[src/rtl/mem_pkg.sv]
// Shared types and constants for the data-cache port arbiter.
package mem_pkg;

    typedef enum logic [2:0] {
        IDLE    = 3'd0,
        ISSUE   = 3'd1,
        WAIT_HI = 3'd2,
        WAIT_LO = 3'd3,
        RESP    = 3'd4
    } state_e;

    localparam logic PORT_I = 1'b0;
    localparam logic PORT_D = 1'b1;

    localparam logic [2:0] MASK_BYTE = 3'b001;
    localparam logic [2:0] MASK_HALF = 3'b011;
    localparam logic [2:0] MASK_WORD = 3'b111;

    // Instruction fetches are always unsigned full words.
    localparam logic [3:0] I_FETCH_MASK = {1'b0, MASK_WORD};

    function automatic logic is_store(input logic port, input logic we);
        return (port == PORT_D) && we;
    endfunction

endpackage

[src/rtl/mem_port_arbiter_rr_arb2.sv]
// Two-way round-robin picker: on a tie the port that did not win last time is chosen.
module rr_arb2
    import mem_pkg::*;
(
    input  logic [1:0] req_i,
    input  logic       last_i,
    output logic       grant_id_o,
    output logic       grant_valid_o
);

    // Pick the winner; index 1 is the D port, index 0 the I port.
    always_comb begin
        grant_valid_o = req_i[1] | req_i[0];
        if (req_i == 2'b11) begin
            grant_id_o = ~last_i;
        end else if (req_i[1]) begin
            grant_id_o = PORT_D;
        end else begin
            grant_id_o = PORT_I;
        end
    end

endmodule

[src/rtl/mem_port_arbiter.sv]
// Shares one data-cache port between instruction fetch and load/store, one access
// in flight, with a watchdog that force-completes an access if the backend hangs.
module mem_port_arbiter
    import mem_pkg::*;
#(
    parameter int TIMEOUT = 64,
    parameter int CNT_W   = 7
) (
    input  logic        clk,
    input  logic        reset,
    input  logic        i_req,
    input  logic [31:0] i_addr,
    output logic [31:0] i_rdata,
    output logic        i_ack,
    input  logic        d_req,
    input  logic        d_we,
    input  logic [31:0] d_addr,
    input  logic [31:0] d_wdata,
    input  logic [3:0]  d_sign_mask,
    output logic [31:0] d_rdata,
    output logic        d_ack,
    output logic [31:0] mem_addr,
    output logic [31:0] mem_wdata,
    output logic [3:0]  mem_sign_mask,
    output logic        mem_memread,
    output logic        mem_memwrite,
    input  logic [31:0] mem_rdata,
    input  logic        mem_stall,
    output logic        timeout_err
);

    localparam logic [CNT_W-1:0] WDOG_LAST = CNT_W'(TIMEOUT - 1);

    state_e            state_q;
    logic              gnt_q;
    logic              we_q;
    logic              rr_last_q;
    logic [CNT_W-1:0]  wdog_q;
    logic [31:0]       i_rdata_q;
    logic [31:0]       d_rdata_q;
    logic [31:0]       addr_q;
    logic [31:0]       wdata_q;
    logic [3:0]        mask_q;
    logic              i_ack_q;
    logic              d_ack_q;
    logic              rd_q;
    logic              wr_q;
    logic              terr_q;

    logic              pick_id_s;
    logic              pick_valid_s;
    logic              wait_done_s;
    logic              wdog_expired_s;
    logic [31:0]       resp_data_s;

    rr_arb2 u_rr_arb2 (
        .req_i         ({d_req, i_req}),
        .last_i        (rr_last_q),
        .grant_id_o    (pick_id_s),
        .grant_valid_o (pick_valid_s)
    );

    // Completion conditions of the two wait states, normal and watchdog abort.
    always_comb begin
        wait_done_s    = (state_q == WAIT_LO) && !mem_stall;
        wdog_expired_s = (wdog_q == WDOG_LAST) &&
                         (((state_q == WAIT_HI) && !mem_stall) ||
                          ((state_q == WAIT_LO) && mem_stall));
        if (wdog_expired_s) begin
            resp_data_s = 32'h0000_0000;
        end else begin
            resp_data_s = mem_rdata;
        end
    end

    // Transaction FSM with registered strobes, acks and read-data holding registers.
    always_ff @(posedge clk) begin
        if (reset) begin
            state_q   <= IDLE;
            gnt_q     <= PORT_I;
            we_q      <= 1'b0;
            rr_last_q <= PORT_I;
            wdog_q    <= '0;
            i_rdata_q <= 32'h0000_0000;
            d_rdata_q <= 32'h0000_0000;
            addr_q    <= 32'h0000_0000;
            wdata_q   <= 32'h0000_0000;
            mask_q    <= 4'h0;
            i_ack_q   <= 1'b0;
            d_ack_q   <= 1'b0;
            rd_q      <= 1'b0;
            wr_q      <= 1'b0;
            terr_q    <= 1'b0;
        end else begin
            rd_q    <= 1'b0;
            wr_q    <= 1'b0;
            i_ack_q <= 1'b0;
            d_ack_q <= 1'b0;
            case (state_q)
                IDLE: begin
                    // Holding off while stalled lets an access abandoned by reset drain.
                    if (!mem_stall && pick_valid_s) begin
                        gnt_q     <= pick_id_s;
                        rr_last_q <= pick_id_s;
                        if (pick_id_s == PORT_D) begin
                            addr_q  <= d_addr;
                            wdata_q <= d_wdata;
                            mask_q  <= d_sign_mask;
                            we_q    <= d_we;
                            wr_q    <= is_store(pick_id_s, d_we);
                            rd_q    <= !is_store(pick_id_s, d_we);
                        end else begin
                            addr_q  <= i_addr;
                            wdata_q <= 32'h0000_0000;
                            mask_q  <= I_FETCH_MASK;
                            we_q    <= 1'b0;
                            rd_q    <= 1'b1;
                        end
                        state_q <= ISSUE;
                    end else begin
                        state_q <= IDLE;
                    end
                end
                ISSUE: begin
                    wdog_q  <= '0;
                    state_q <= WAIT_HI;
                end
                WAIT_HI: begin
                    if (mem_stall) begin
                        wdog_q  <= '0;
                        state_q <= WAIT_LO;
                    end else begin
                        wdog_q  <= wdog_q + 1'b1;
                    end
                end
                WAIT_LO: begin
                    if (mem_stall) begin
                        wdog_q <= wdog_q + 1'b1;
                    end else begin
                        wdog_q <= wdog_q;
                    end
                end
                RESP: begin
                    state_q <= IDLE;
                end
                default: begin
                    state_q <= IDLE;
                end
            endcase

            // Normal completion and watchdog abort both end in RESP with an ack.
            if (wait_done_s || wdog_expired_s) begin
                state_q <= RESP;
                if (wdog_expired_s) begin
                    terr_q <= 1'b1;
                end
                if (gnt_q == PORT_D) begin
                    d_ack_q <= 1'b1;
                    if (wdog_expired_s || !we_q) begin
                        d_rdata_q <= resp_data_s;
                    end
                end else begin
                    i_ack_q   <= 1'b1;
                    i_rdata_q <= resp_data_s;
                end
            end
        end
    end

    assign i_rdata       = i_rdata_q;
    assign i_ack         = i_ack_q;
    assign d_rdata       = d_rdata_q;
    assign d_ack         = d_ack_q;
    assign mem_addr      = addr_q;
    assign mem_wdata     = wdata_q;
    assign mem_sign_mask = mask_q;
    assign mem_memread   = rd_q;
    assign mem_memwrite  = wr_q;
    assign timeout_err   = terr_q;

endmodule
[config.mk]
export PLATFORM = sky130hd
export DESIGN_NAME = mem_port_arbiter
export DESIGN_NICKNAME = d
export VERILOG_FILES = /design/src/rtl/mem_pkg.sv /design/src/rtl/mem_port_arbiter_rr_arb2.sv /design/src/rtl/mem_port_arbiter.sv
export SDC_FILE = /design/constraint.sdc
export NUM_CORES = 1
export LEC_CHECK = 0
export ABC_AREA = 0
export BUFFER_PORTS_ARGS = -buffer_cell sky130_fd_sc_hd__clkbuf_2
export CORE_ASPECT_RATIO = 0.7
export CORE_MARGIN = 1.5
export CORE_UTILIZATION = 50
export DETAILED_ROUTE_END_ITERATION = 6
export PLACE_DENSITY = 0.85
export SETUP_SLACK_MARGIN = 0.5
export SLEW_MARGIN = 15
export SYNTH_ARGS = -nofsm -noshare
export SYNTH_HDL_FRONTEND = slang
export SYNTH_SLANG_ARGS = --single-unit
[constraint.sdc]
create_clock -name clk -period 2.99 [get_ports clk]
set_input_delay 0.598 -clock clk [delete_from_list [all_inputs] [get_ports clk]]
set_output_delay 0.598 -clock clk [all_outputs]
set_load 0.005 [all_outputs]
==> reports/metrics.cfg, run 1 <==
[outcome]
status=finished clean

[synth]
yosys-top-cells-area=dfxtp_1, mux2i_1, nand2_1
synth.ff_latch_count=149
ys_seq_area_frac=0.5008
avgSynthCellArea_um2=8.863
synth_async_sr_flop_share=0
ys_types=43
mappedNetlistArea_um2=5956
ys.warnings.count=0
syn_nets=811
synth_enable_flop_cells=0
synth_ff_type=dfxtp_1
postSynthCellCount=672
yosysTopAreaCellShare=0.5008
synth_largest_area_cell=dfxtp_1

[critical_path]
reg2reg_slack_ns=0.90
cp.arrival_ns=2.43
start_kind=register
critPathCaptureType=register
path_common_cell=buf_4
cp_top_family=simple AND/OR/NAND/NOR gates
critPathMaxFanout=34
crit_required_ns=3.33
critPathMaxStageDelay_ns=0.63
path_buf_inv=2
path_class=reg2reg
cp_slowest_cell=dfxtp_1
path_cells=or3b_1, buf_4, nor3_4, buf_4, nand2_1, a21oi_1

[routing]
first_pass_iters=5
routed_wl_mm=16.08
drc=0
ant_nets=0
num_vias=5645
wl_per_cell_um=14.73
via_per_inst=5.169
drtIter0Drc=361

[clock_network]
numCtsBuffers=17
clk_latency_ns=0.41
cts_tree=built
clock_sinks=149
ctsLongestPathBuffers=2
cts-root-buf=clkbuf_16
post_cts.repair.setup_buffers=0
holdBufCountCts=0
worst_setup_hold_path_clk_slew_ns=0.06
cts_resized=0
h-tree-depth=4

[global_routing]
antenna_found_initial=0
track_usage=0.2504
gr-total-overflow=0
grt_pass1_wl_mm=25.12
grt_pass1_vias=5108
grt_max_degree=64

[power]
irDropWorstVdd_uv=437.9
p_leak_uw=0.003517
cellPowerDensity_nw_per_um2=611.1

[floorplan]
start_util=0.5115
dieArea_um2=12590
ios=275
die_y_um=94.31
core_area_um2=11640
rows=33
die_w_um=133.4

[layout]
final_cell_area_um2=8038
syn_to_final_growth_pct=34.96
final_util=0.6903
fin_cells=1092
final.fill_count=967
diodes=0
drive_above_1_share=0.3561
fin_nets=1061

[sta]
worst_pin_slew_ns=0.6076
clock_skew_ns=0.01430
hold_violations=0
slew_headroom=0.5941
finalCriticalPeriod_ns=2.094
rsz0062_at_grt=no
fin_tns_setup_ns=0
clock.fmax_mhz=477.7
setup_violations=0
min_period_over_period=0.7002
drv_slew=0

[placed_design]
dpl.hpwl_mm=11.32
dp.cells=1060
gp_congestion=0.8383
place_area_um2=7401
numPortBuffers=274

[job]
maxCapViolCount=0

[worst_hold_path]
holdCritPathClass=in2reg

[cells in the final DEF (no fill, tap or decap), drive strengths merged, types with 15 or more instances in the layout]
| cell type | synthesis | final |
|---|---|---|
| a21oi | 67 | 67 |
| o21ai | 35 | 35 |
| nor2 | 44 | 44 |
| nand3 | 36 | 36 |
| clkbuf | 25 | 292 |
| dfxtp | 149 | 149 |
| mux2i | 65 | 65 |
| a211oi | 35 | 35 |
| nand2 | 136 | 136 |
| buf | 32 | 15 |
[worst register-to-register path: cells and delay by family (launching register included)]
kind            cells  cell delay (ns)
compound gates      1             0.13
buf+inv             2             0.59
flops               1             0.63
simple gates        3             0.68
[stage by stage]
step | power (uW) | hold WS (ns) | setup WS (ns)
2_1_floorplan | 2439 | 0.4483 | 1.358
3_3_place_gp | 2670 | 0.4383 | 0.8783
3_5_place_dp | 2679 | 0.4423 | 0.7668
4_1_cts | 4949 | 0.4096 | 0.8812
5_1_grt | 5109 | 0.4156 | 0.7297
6_report | 4912 | 0.4188 | 0.8965
[area by class of cell]
cell class | count | area [um^2] | area share
Sequential cell | 149 | 2983 | 0.3711
Multi-Input combinational cell | 458 | 2688 | 0.3344
Timing Repair Buffer | 288 | 1504 | 0.1871
Clock buffer | 19 | 442.9 | 0.05511
Tap cell | 157 | 196.4 | 0.02444
Clock inverter | 13 | 193.9 | 0.02413
Inverter | 8 | 30.03 | 0.003736
[flip-flops by register name, indices dropped and copies added, names as in the netlist, 3 cells and up]
register       flops
d_rdata           32
i_rdata           32
mem_addr          32
mem_wdata         32
wdog_q             7
mem_sign_mask      4
state_q            3
[kinds of logic (layout without fill, tap and decap cells)]
logic type | Yosys count | after routing | share of synthesized area
AOI/OAI and AO/OA | 153 | 153 | 0.1590
xor gates and xnor gates | 6 | 6 | 0.01008
adders and majority gates | 1 | 1 | 0.002101
buffers and inverters | 65 | 328 | 0.05168
DFF | 149 | 149 | 0.5008
muxes | 66 | 66 | 0.1111
and+or+nand+nor | 232 | 232 | 0.1651
[layer usage]
metal  global-route usage  wire (um)
met3              0.06904        994
met4              0.06250        191
met5                    0          0
met1               0.3229       7070
met2               0.4193       7823
[power breakdown]
group	leakage (uW)	switching (uW)	internal, uW
Combinational	0.00200	298	229
Sequential	0.00121	47.3	2060
Clock	0.000309	842	1430
[cells in the mapped netlist (2+ instances only)]
cell type	count
o21ai_1	4
nor2b_1	2
nor2_1	43
and2_1	2
nor3b_1	2
o21ai_0	31
buf_4	2
mux2i_1	65
buf_6	3
a2111oi_2	2
dfxtp_1	149
buf_2	27
inv_1	7
a311oi_1	3
xnor2_1	5
nand3_1	36
nor3_1	4
nand2_1	136
a21oi_1	67
a211oi_1	35
clkbuf_1	25
[path summary, 6_finish.rpt]
path,startpoint,cells after the start,to
setup / recovery,state_q[1]$_SDFFE_PP0P_,6,i_rdata[24]$_SDFFE_PP0P_
hold / removal,mem_rdata[15],3,i_rdata[15]$_SDFFE_PP0P_
setup reg to reg,state_q[1]$_SDFFE_PP0P_,6,i_rdata[24]$_SDFFE_PP0P_
hold reg to reg,mem_wdata[1]$_SDFFE_PP0P_,2,mem_wdata[1]$_SDFFE_PP0P_
Note: power is estimated with default switching activity, not from simulation.
==> run 2, diff against run 1 <==
--- a/config.mk
+++ b/config.mk
@@ -9,9 +9,9 @@
 export BUFFER_PORTS_ARGS = -buffer_cell sky130_fd_sc_hd__clkbuf_2
 export CORE_ASPECT_RATIO = 0.7
 export CORE_MARGIN = 1.5
-export CORE_UTILIZATION = 50
+export CORE_UTILIZATION = 42
 export DETAILED_ROUTE_END_ITERATION = 6
-export PLACE_DENSITY = 0.85
+export PLACE_DENSITY = 0.76
 export SETUP_SLACK_MARGIN = 0.5
 export SLEW_MARGIN = 15
 export SYNTH_ARGS = -nofsm -noshare
==> constraint.sdc (replaced) <==
create_clock -name clk -period 1.9 [get_ports clk]
set_input_delay 0.38 -clock clk [delete_from_list [all_inputs] [get_ports clk]]
set_output_delay 0.38 -clock clk [all_outputs]
set_load 0.005 [all_outputs]
==> reports/metrics.cfg, run 2 (same netlist as run 1, synthesis figures left out) <==
[outcome]
status=finished clean

[global_routing]
met1_usage=0.3327  ; +0.009777
met3_usage=0.06903  ; about the same
gr-total-overflow=0  ; unchanged
track_usage=0.2575  ; +0.007066
top_usage_layer=met2
grt_pass1_wl_mm=30.04  ; +20%
grt_max_degree=55  ; -14%
grt_pass1_vias=5647  ; +11%
grt.met2_usage=0.4352  ; +0.01591
antenna_found_initial=0  ; unchanged

[routing]
first_pass_iters=5  ; unchanged
routed_wl_mm=21.62  ; +34%
num_vias=6221  ; +10%
ant_nets=0  ; unchanged
drc=0  ; unchanged
drtIter0Drc=274  ; -24%
wl_per_cell_um=18.30  ; +24%
via_per_inst=5.268  ; +1.9%

[layout]
drive_above_1_share=0.5701  ; +0.2140
final_common_cell=clkbuf_2
fin_nets=1117  ; +5.3%
diodes=0  ; unchanged
final.fill_count=1016  ; +5.1%
syn_to_final_growth_pct=66.89
layout_common_cells=clkbuf_2, dfxtp_1, nand2_1

[critical_path]
start_kind=register
path_cells=nor2b_4, buf_6, a31oi_4, buf_4, buf_12, o21ai_1, a21oi_2
cp-startpoint=state_q[0]$_SDFFE_PP0P_
critPathMaxStageDelay_ns=0.43  ; -0.20 ns
critPathMaxFanout=18  ; -47%
cp_slowest_cell=dfxtp_4
critPathCaptureType=register
path_buf_inv=3  ; +1
cp_top_family=buffers and inverters
reg2reg_slack_ns=0.23  ; -0.67 ns
path_class=reg2reg
regToRegStartpoint=state_q[0]$_SDFFE_PP0P_
cp.arrival_ns=1.94  ; -0.49 ns
crit_required_ns=2.16  ; -1.17 ns

[clock_network]
numCtsBuffers=17  ; unchanged
h-tree-depth=4  ; unchanged
worst_setup_hold_path_clk_slew_ns=0.07  ; about the same
clock_sinks=149  ; unchanged
ctsLongestPathBuffers=2  ; unchanged
cts-root-buf=clkbuf_16
clk_latency_ns=0.42  ; about the same
cts_tree=built
holdBufCountCts=0  ; unchanged

[placed_design]
dpl.hpwl_mm=11.81  ; +4.3%
gp_congestion=0.8096  ; -3.4%
numPortBuffers=274  ; unchanged
pre_cts_slack_ns=0.07670  ; -0.6901 ns

[floorplan]
rows=36  ; +9.1%
die_w_um=145.3  ; +8.9%
start_util=0.4293  ; -0.08221
dieArea_um2=14920  ; +19%
core_area_um2=13870  ; +19%
die_y_um=102.6  ; +8.8%
ios=275  ; unchanged

[power]
cellPowerDensity_nw_per_um2=802.2  ; +31%
irDropWorstVdd_uv=640.0  ; +46%
p_clk_frac=0.408  ; -0.055
p_leak_uw=0.004272  ; +21%
power_frac_comb=0.176  ; +0.069
switching_share=0.2926  ; +0.05097
internal_power_uw=5641  ; +51%
p_switching_uw=2333  ; +97%
p_seq_frac=0.416  ; -0.014

[sta]
rsz0062_at_grt=yes
setup_ws_ns=0.2266  ; -0.6699 ns
slew_headroom=0.4436  ; -0.1505
clock_skew_ns=0.01181  ; -0.002485 ns
min_period_over_period=0.8808  ; +0.1806
worst_pin_slew_ns=0.8347  ; +0.2271 ns
drv_slew=0  ; unchanged
finalCriticalPeriod_ns=1.673  ; -0.4201 ns
clock.fmax_mhz=597.6  ; +25%
setup_violations=0  ; unchanged
fin_tns_setup_ns=0  ; unchanged
hold_violations=0  ; unchanged

[worst_hold_path]
holdCritPathClass=in2reg
hp-start=d_sign_mask[1]

[job]
maxCapViolCount=0  ; unchanged

run 2: changes by cell type in the layout (fill, tap and decap cells not counted), moves of 24 or more:
cell and change:
a211oi_1 -32, a211oi_2 +32, a21oi_1 -52, a21oi_2 +52, nand2_1 -29, nand2_4 +26, nand3_1 -24, o21ai_0 -30
run 2: worst register-to-register path: stages (launching register included):
cell,delay (ns)
dfxtp_4,0.43
nor2b_4,0.22
buf_6,0.19
a31oi_4,0.05
buf_4,0.15
buf_12,0.15
o21ai_1,0.25
a21oi_2,0.09
run 2: power groups by stage:
stage | logic, uW | clock network [uW] | registers [uW]
after floorplan | 474 | 0 | 3380
after global placement | 874 | 0 | 3380
after detailed placement | 887 | 0 | 3390
after CTS | 1190 | 3270 | 3310
after global routing | 1500 | 3430 | 3330
final | 1400 | 3250 | 3320
run 2: timing repair:
action                     CTS  global route
cloned                      13             9
setup endpoints to repair  140           145
buffers inserted            14             6
gates resized for setup    163           113
pin swaps                   87            40
run 2: path summary, 6_finish.rpt:
check / cells past startpoint / end
max: 7 / i_rdata[7]$_SDFFE_PP0P_
min: 3 / mem_sign_mask[1]$_SDFFE_PP0P_
max reg2reg: 7 / i_rdata[7]$_SDFFE_PP0P_
min reg2reg: 2 / mem_wdata[15]$_SDFFE_PP0P_
run 2: cell type report:
type | count | area (um^2) | area share
multi-input combinational | 458 | 3595 | 0.3617
sequential | 149 | 3008 | 0.3026
timing repair buffer | 344 | 2499 | 0.2514
clock buffer | 17 | 425.4 | 0.04280
tap | 190 | 237.7 | 0.02392
clock inverter | 15 | 145.1 | 0.01460
inverter | 8 | 30.03 | 0.003021
run 2: layer usage:
layer / up-vias / routed length [um]
met3: 25 / 1546
met2: 251 / 10410
met1: 2989 / 9374
li1: 2956 / -
met4: 0 / 282
met5: - / 0
run 2: metrics by stage:
step	hold slack (ns)	area, um^2	std cells	utilization	total power [uW]
after floorplan	0.4483	6032	672	-	3858
after global placement	0.4376	7634	1107	0.5502	4258
after detailed placement	0.4454	7634	1107	0.5502	4272
after CTS	0.1844	9260	1166	0.6675	7772
after global routing	0.1886	9940	1181	0.7165	8259
final	0.1946	9940	1181	0.7165	7974
==> run 3, diff against run 2 <==
--- a/config.mk
+++ b/config.mk
@@ -11,7 +11,7 @@
 export CORE_MARGIN = 1.5
 export CORE_UTILIZATION = 42
 export DETAILED_ROUTE_END_ITERATION = 6
-export PLACE_DENSITY = 0.76
+export PLACE_DENSITY_LB_ADDON = 0.25
 export SETUP_SLACK_MARGIN = 0.5
 export SLEW_MARGIN = 15
 export SYNTH_ARGS = -nofsm -noshare
==> reports/metrics.cfg, run 3 (same netlist as run 1, synthesis figures left out) <==
[critical_path]
critPathMaxStageDelay_ns=0.35  ; -0.08 ns
path_common_cell=buf_6
path_class=reg2reg
start_kind=register
cp_slowest_cell=dfxtp_4
crit_required_ns=2.23  ; +0.07 ns
cp.arrival_ns=1.98  ; +0.04 ns
critPathCaptureType=register
critPathMaxFanout=8  ; -10
path_cells=ha_4, and2_4, buf_6, a31oi_4, buf_6, buf_16, o21ai_1, a21oi_1

[sta]
min_period_over_period=0.8700  ; -0.01076
setup_violations=0  ; unchanged
worst_pin_slew_ns=0.4020  ; -0.4327 ns
setup_ws_ns=0.2470  ; +0.02045 ns
fin_tns_setup_ns=0  ; unchanged
drv_slew=0  ; unchanged
finalCriticalPeriod_ns=1.653  ; -0.02045 ns
hold_violations=0  ; unchanged
slew_headroom=0.7320  ; +0.2884
clock.fmax_mhz=605.0  ; +1.2%
clock_skew_ns=0.01559  ; +0.003776 ns
rsz0062_at_grt=yes
holdWs_ns=0.1898  ; -0.004827 ns

[floorplan]
dieArea_um2=14920  ; unchanged
ios=275  ; unchanged
start_util=0.4293  ; unchanged
die_w_um=145.3  ; unchanged
die_y_um=102.6  ; unchanged
rows=36  ; unchanged
core_area_um2=13870  ; unchanged

[clock_network]
cts_tree=built
clock_sinks=149  ; unchanged
cts-root-buf=clkbuf_16
holdBufCountCts=0  ; unchanged
ctsLongestPathBuffers=2  ; unchanged
worst_setup_hold_path_clk_slew_ns=0.07  ; about the same
clk_latency_ns=0.42  ; about the same
numCtsBuffers=17  ; unchanged
h-tree-depth=4  ; unchanged

[power]
irDropWorstVdd_uv=539.9  ; -16%
cellPowerDensity_nw_per_um2=838.6  ; +4.5%
totalPowerFinal_uw=8024  ; +0.62%
p_leak_uw=0.004117  ; -3.6%

[routing]
drc=0  ; unchanged
first_pass_iters=7  ; +2
drtIter0Drc=366  ; +34%
via_per_inst=5.137  ; -2.5%
ant_nets=0  ; unchanged
wl_per_cell_um=17.32  ; -5.4%
routed_wl_mm=20.39  ; -5.7%
num_vias=6046  ; -2.8%

[placed_design]
dpl.hpwl_mm=11.05  ; -6.4%
gp_congestion=0.7811  ; -3.5%
numPortBuffers=274  ; unchanged
pre_cts_slack_ns=0.08082  ; +0.004120 ns

[global_routing]
grt_pass1_vias=5152  ; -8.8%
track_usage=0.2312  ; -0.02631
gr-total-overflow=0  ; unchanged
grt_pass1_wl_mm=27.28  ; -9.2%
grt_max_degree=61  ; +11%
antenna_found_initial=0  ; unchanged

[layout]
syn_to_final_growth_pct=60.65
final_common_cell=clkbuf_2
fin_nets=1114  ; -0.27%
final.fill_count=1081  ; +6.4%
drive_above_1_share=0.4944  ; -0.07570
layout_common_cells=clkbuf_2, dfxtp_1, nand2_1
diodes=0  ; unchanged

[outcome]
status=finished clean

[job]
maxCapViolCount=0  ; unchanged

[worst_hold_path]
holdCritPathClass=in2reg

==> run 3: repair_timing <==
action / 4_1_cts / 5_1_grt
setup endpoints to repair: 142 / 145
gates cloned: 10 / 10
pin swaps: 36 / 59
setup buffers: 21 / 9
resized for setup: 57 / 125
==> run 3: final timing paths <==
kind                               from                             to  slack [ns]  depth (start not counted)
max              wdog_q[0]$_SDFFE_PP0P_       i_rdata[25]$_SDFFE_PP0P_        0.25                          8
min                      d_sign_mask[2]  mem_sign_mask[2]$_SDFFE_PP0P_        0.19                          3
max reg2reg      wdog_q[0]$_SDFFE_PP0P_       i_rdata[25]$_SDFFE_PP0P_        0.25                          8
min reg2reg  mem_wdata[25]$_SDFFE_PP0P_     mem_wdata[25]$_SDFFE_PP0P_        0.45                          2
==> run 3: layer usage <==
metal | vias up | track usage | part of all wire
met2 | 249 | 0.3538 | 0.46
met3 | 32 | 0.05177 | 0.067
met1 | 2826 | 0.3229 | 0.45
met5 | - | 0 | 0
met4 | 0 | 0.08163 | 0.016
li1 | 2939 | - | -
==> run 3: per-stage QoR <==
step / utilization / cell area [um^2] / instances
6_report: 0.6897 / 9568 / 1177
5_1_grt: 0.6897 / 9568 / 1177
4_1_cts: 0.6329 / 8781 / 1158
3_5_place_dp: 0.5479 / 7601 / 1096
3_3_place_gp: 0.5479 / 7601 / 1096
2_1_floorplan: - / 6032 / 672
==> run 3: area by class of cell <==
class,count,area [um^2],share of cell area
well taps,190,237.7,0.02485
clock buffers,19,452.9,0.04734
flip-flops and latches,149,3010,0.3146
clock inverters,12,142.6,0.01491
inverters,8,30.03,0.003138
repair buffers,341,2466,0.2577
multi-input cells,458,3228,0.3374
==> run 3: report_power, final <==
part	total, uW	switching (uW)	internal, uW
clock	3440	1410	2020
combinational	1260	652	611
sequential	3320	82.6	3240
total	8020	2150	5880
==> run 3: worst max-delay path, delay by kind of cell (launching register included) <==
family / cells / cell delay (ns)
AO/OA/AOI/OAI: 3 / 0.46
AND/OR/NAND/NOR: 1 / 0.17
buffers and inverters: 3 / 0.43
flip-flops: 1 / 0.35
adder cells (fa/ha/maj): 1 / 0.15
